==> src/rtl/mux_pack.sv <==
// rtl/mux_pack.sv - packs channel bytes MSB-first into master-side words
module mux_pack #(
    parameter int MST_DWIDTH = 32,
    parameter int SYS_DWIDTH = 8
) (
    input  logic                  clk_sys,
    input  logic                  rst,
    input  logic [1:0]            select,
    input  logic [SYS_DWIDTH-1:0] data0_i,
    input  logic                  valid0_i,
    input  logic [SYS_DWIDTH-1:0] data1_i,
    input  logic                  valid1_i,
    input  logic [SYS_DWIDTH-1:0] data2_i,
    input  logic                  valid2_i,
    input  logic                  flush_i,
    output logic [MST_DWIDTH-1:0] data_o,
    output logic                  valid_o,
    output logic [2:0]            bytes_o,
    output logic                  drop_o
);

    localparam int NBYTES = MST_DWIDTH / SYS_DWIDTH;

    logic [1:0]            cnt_q, cnt_d;
    logic [MST_DWIDTH-1:0] pack_q, pack_d;
    logic [1:0]            lock_q, lock_d;
    logic [MST_DWIDTH-1:0] data_q, data_d;
    logic                  valid_q, valid_d;
    logic [2:0]            bytes_q, bytes_d;
    logic                  drop_q, drop_d;

    logic [1:0]            act_ch;
    logic [2:0]            act_mask;
    logic [2:0]            vin;
    logic                  acc;
    logic [SYS_DWIDTH-1:0] byte_in;
    logic [MST_DWIDTH-1:0] pack_w;
    logic [2:0]            cnt_w;
    logic                  emit;

    // Select active channel, classify incoming bytes and decide on emission
    always_comb begin
        act_ch   = (cnt_q == 2'd0) ? select : lock_q;
        vin      = {valid2_i, valid1_i, valid0_i};
        act_mask = 3'b000;
        byte_in  = '0;
        case (act_ch)
            2'd0: begin act_mask = 3'b001; byte_in = data0_i; end
            2'd1: begin act_mask = 3'b010; byte_in = data1_i; end
            2'd2: begin act_mask = 3'b100; byte_in = data2_i; end
            default: begin act_mask = 3'b000; byte_in = '0; end
        endcase
        acc    = |(vin & act_mask);
        drop_d = |(vin & ~act_mask);

        // Insert the accepted byte at the slot addressed by the byte counter
        pack_w = pack_q;
        if (acc) begin
            for (int i = 0; i < NBYTES; i++) begin
                if (cnt_q == i[1:0]) begin
                    pack_w[MST_DWIDTH-1-SYS_DWIDTH*i -: SYS_DWIDTH] = byte_in;
                end
            end
        end
        cnt_w = {1'b0, cnt_q} + {2'b00, acc};

        // Full word, or flush with at least one byte pending (including this cycle's)
        emit = (acc && (cnt_q == 2'd3)) || (flush_i && (cnt_w != 3'd0));

        cnt_d   = cnt_w[1:0];
        pack_d  = pack_w;
        lock_d  = lock_q;
        data_d  = data_q;
        bytes_d = bytes_q;
        valid_d = 1'b0;
        if (acc && (cnt_q == 2'd0)) begin
            lock_d = select;
        end
        if (emit) begin
            data_d  = pack_w;
            bytes_d = cnt_w;
            valid_d = 1'b1;
            cnt_d   = 2'd0;
            pack_d  = '0;
            lock_d  = 2'd3;
        end
    end

    // State and output registers; reset discards any partial word
    always_ff @(posedge clk_sys or posedge rst) begin
        if (rst) begin
            cnt_q   <= 2'd0;
            pack_q  <= '0;
            lock_q  <= 2'd3;
            data_q  <= '0;
            valid_q <= 1'b0;
            bytes_q <= 3'd0;
            drop_q  <= 1'b0;
        end else begin
            cnt_q   <= cnt_d;
            pack_q  <= pack_d;
            lock_q  <= lock_d;
            data_q  <= data_d;
            valid_q <= valid_d;
            bytes_q <= bytes_d;
            drop_q  <= drop_d;
        end
    end

    assign data_o  = data_q;
    assign valid_o = valid_q;
    assign bytes_o = bytes_q;
    assign drop_o  = drop_q;

endmodule
==> config.mk <==
export PLATFORM = sky130hd
export DESIGN_NAME = mux_pack
export DESIGN_NICKNAME = d
export VERILOG_FILES = /design/src/rtl/mux_pack.sv
export SDC_FILE = /design/constraint.sdc
export NUM_CORES = 1
export LEC_CHECK = 0
export ABC_AREA = 1
export CAP_MARGIN = 10
export CORE_ASPECT_RATIO = 1.25
export CORE_UTILIZATION = 51
export DETAILED_ROUTE_END_ITERATION = 7
export GPL_TIMING_DRIVEN = 1
export MAX_ROUTING_LAYER = met4
export PLACE_DENSITY = 0.77
export RECOVER_POWER = 25
export SLEW_MARGIN = 40
export SYNTH_ARGS = -nofsm -noshare
export SYNTH_HDL_FRONTEND = slang
export SYNTH_SLANG_ARGS = --single-unit
==> constraint.sdc <==
create_clock -name clk_sys -period 3.15 [get_ports clk_sys]
set_input_delay 0.63 -clock clk_sys [delete_from_list [all_inputs] [get_ports clk_sys]]
set_output_delay 0.63 -clock clk_sys [all_outputs]
set_load 0.1 [all_outputs]
==> results of run 1 <==
-- routing by layer --
metal  vias to the layer above  GRT usage [%]  part of all wire (%)
met2                        83           38.9                    48
met4                         0           8.64                   2.1
met1                      1379           32.5                    45
met3                        15           7.11                   5.2
li1                       1486              -                     -
met5                         -              -                     0
-- critical path, cell delays in order --
cell	delay, ps
dlygate4sd3_1	560
inv_1	50
nand2_1	60
nand2_1	90
nand3_1	130
nand3_2	140
nand2_1	90
inv_1	40
ha_1	310
nor2_1	60
nand3_2	80
nand2_4	130
nand2_2	100
buf_4	420
nand2_1	120
nand2_1	80
-- sequential cells by signal, indices dropped and copies added (netlist names) --
register	flops
data_o	32
bytes_o	3
cnt_q	2
lock_q	2
drop_o	1
valid_o	1
pack_q	32
-- cell type report --
type                            count  area, um2
Clock buffer                       10        138
Fill cell                         582       2260
Inverter                           69        259
Tap cell                           87        109
Sequential cell                    73       1830
Clock inverter                      6       90.1
Multi-Input combinational cell    283       1210
Timing Repair Buffer               74        631
-- logic make-up (layout without fill, tap and decap cells) --
family	after synthesis	count (layout)	synth area share [%]
adder cells (fa/ha/maj)	1	1	0.365
AO/OA/AOI/OAI	39	39	5.81
AND/OR/NAND/NOR	243	243	29.2
buffers and inverters	88	159	11.2
flip-flops	73	73	53.4
-- how the worst max path moves through the flow --
stage,startpoint,cells past startpoint,to
6_report,select[0],16,data_o[8]
4_1_cts,select[1],16,data_o[16]
2_1_floorplan,rst,1,bytes_o[0]
3_3_place_gp,select[0],16,data_o[21]
5_1_grt,select[0],16,data_o[16]
3_5_place_dp,select[1],16,data_o[22]
-- per-stage QoR --
stage	area (um2)	hold slack [ps]	setup slack (ps)
finish	4270	490	346
global route	4270	511	76.0
CTS	4280	497	421
detailed placement	4060	477	55.0
global placement	4060	469	120
floorplan	3420	457	670
-- synth_stat cells, drive strengths merged --
library cell and n:
a21oi 1, clkbuf 4, nor2 40, buf 15, nand3 49, dfrtp 71
inv 69, ha 1, nand2 153, dfstp 2, o21ai 38, nand4 1
-- placed cells by master (no fill, tap or decap) --
cell type,count
clkbuf_2,1
o21ai_0,37
nand3_2,2
clkbuf_8,10
nand2_2,2
nor2_1,39
bufinv_16,2
inv_2,1
a21oi_1,1
clkinv_2,1
nor2_2,1
ha_1,1
clkinvlp_4,1
nand4_1,1
dfstp_2,2
dlygate4sd3_1,2
inv_1,68
nand2_1,150
nand3_1,47
inv_6,1
nand2_4,1
o21ai_2,1
clkdlybuf4s50_1,29
clkinv_4,1
buf_4,42
dfrtp_1,71
==> results.json, run 1 <==
{
  "avgRoutedWirePerCell_um": 12.8,
  "drv_cap": 0,
  "fin_setup_tns_ps": 0,
  "r2r_setup_slack_ps": 490,
  "syn_to_final_growth_pct": 24.6,
  "drcViolationCount": 0,
  "min_to": "pack_q[4]",
  "port_buffers": 68,
  "critical_path_required_ps": 3440,
  "hold_class": "flip-flop to flip-flop",
  "antenna_cells": 0,
  "die_w_um": 75.3,
  "htree_levels": 3,
  "place_hpwl_mm": 5.22,
  "maxSlewViolCount": 0,
  "drtIter0Drc": 159,
  "grt_usage_pct": 25.5,
  "tritoncts": "built",
  "synthCells": 444,
  "row_count": 33,
  "clock.fmax_mhz": 357,
  "hold_start": "pack_q[4]",
  "rr_endpoint": "data_o[30]",
  "cts.sinks": 73,
  "crit_type": "primary input to flip-flop",
  "outcome": "completed",
  "die_h_um": 93.6,
  "dp_cells": 586,
  "fin_cells": 602,
  "numCtsBuffers": 9,
  "ant_nets": 0,
  "viasPerCell": 4.92,
  "grt_pass1_wl_mm": 12.9,
  "synth_nets": 477,
  "grt_setup_unrepaired": "no",
  "ys_seq_elements": 73,
  "yosysTopAreaCell": "dfrtp_1",
  "dieArea_mm2": 0.00705,
  "fin_crit_sh_pct": 89.0,
  "fin_crit_ps": 2800,
  "initial_core_util_pct": 52.5,
  "synth_top_area_share_pct": 51.9,
  "synth_cell_types": 20,
  "pin_count": 69,
  "finClkSkew_ps": 11.3,
  "synth_area_mm2": 0.00342,
  "cp.arrival_ps": 3090,
  "startpoint_type": "primary input",
  "finalSetupViolCount": 0,
  "grt_max_degree": 52,
  "drt_wl_total_mm": 7.73,
  "antenna_found_initial": 0,
  "reg2reg_depth": 15,
  "post_cts_resize_count": 0,
  "hold_violations": 0,
  "yosysSeqAreaShare_pct": 53.4,
  "path_clk_slew_ps": 80,
  "finish.utilization_pct": 65.4,
  "cts_setup_buffers": 0,
  "dr.pass1.iters": 6,
  "slew_headroom_pct": 23.4,
  "overflow": 0,
  "clk_latency_ps": 350,
  "nNetsFinal": 543,
  "worst_slew_pin_slew_ps": 1150,
  "syn_avg_cell_area_um2": 7.71,
  "core_mm2": 0.00652,
  "grt_pass1_vias": 2750,
  "synthTopCellsByArea": "dfrtp_1 52%, nand2_1 16%, inv_1 7.5%",
  "min_path_cells": 2,
  "vias": 2963,
  "r2r-start": "cnt_q[0]",
  "cp_max_fo": 51,
  "yosysWarningCount": 0,
  "clockBufferDepth": 2,
  "place.gp.congestion": 0.842,
  "crit_path_end_kind": "flip-flop",
  "final_layout_size_suffix_gt1_share_pct": 13.4,
  "cts_root_buf": "clkbuf_8",
  "holdBufCountCts": 0
}
Power of run 1 is left out: the tool's default activity adds up to more than one toggle a clock period on the data nets, which glitch-free logic cannot reach.
==> inputs of run 2 (changes only) <==
--- a/config.mk
+++ b/config.mk
@@ -9,6 +9,7 @@
 export CAP_MARGIN = 10
 export CORE_ASPECT_RATIO = 1.25
 export CORE_UTILIZATION = 51
+export CTS_CLUSTER_SIZE = 20
 export DETAILED_ROUTE_END_ITERATION = 7
 export GPL_TIMING_DRIVEN = 1
 export MAX_ROUTING_LAYER = met4
@@ -18,3 +19,4 @@
 export SYNTH_ARGS = -nofsm -noshare
 export SYNTH_HDL_FRONTEND = slang
 export SYNTH_SLANG_ARGS = --single-unit
+export TNS_END_PERCENT = 100
==> results of run 2 <==
Same layout as run 1: the final DEF is identical, and so are final timing and power.
Power of run 2 is left out for the same reason.
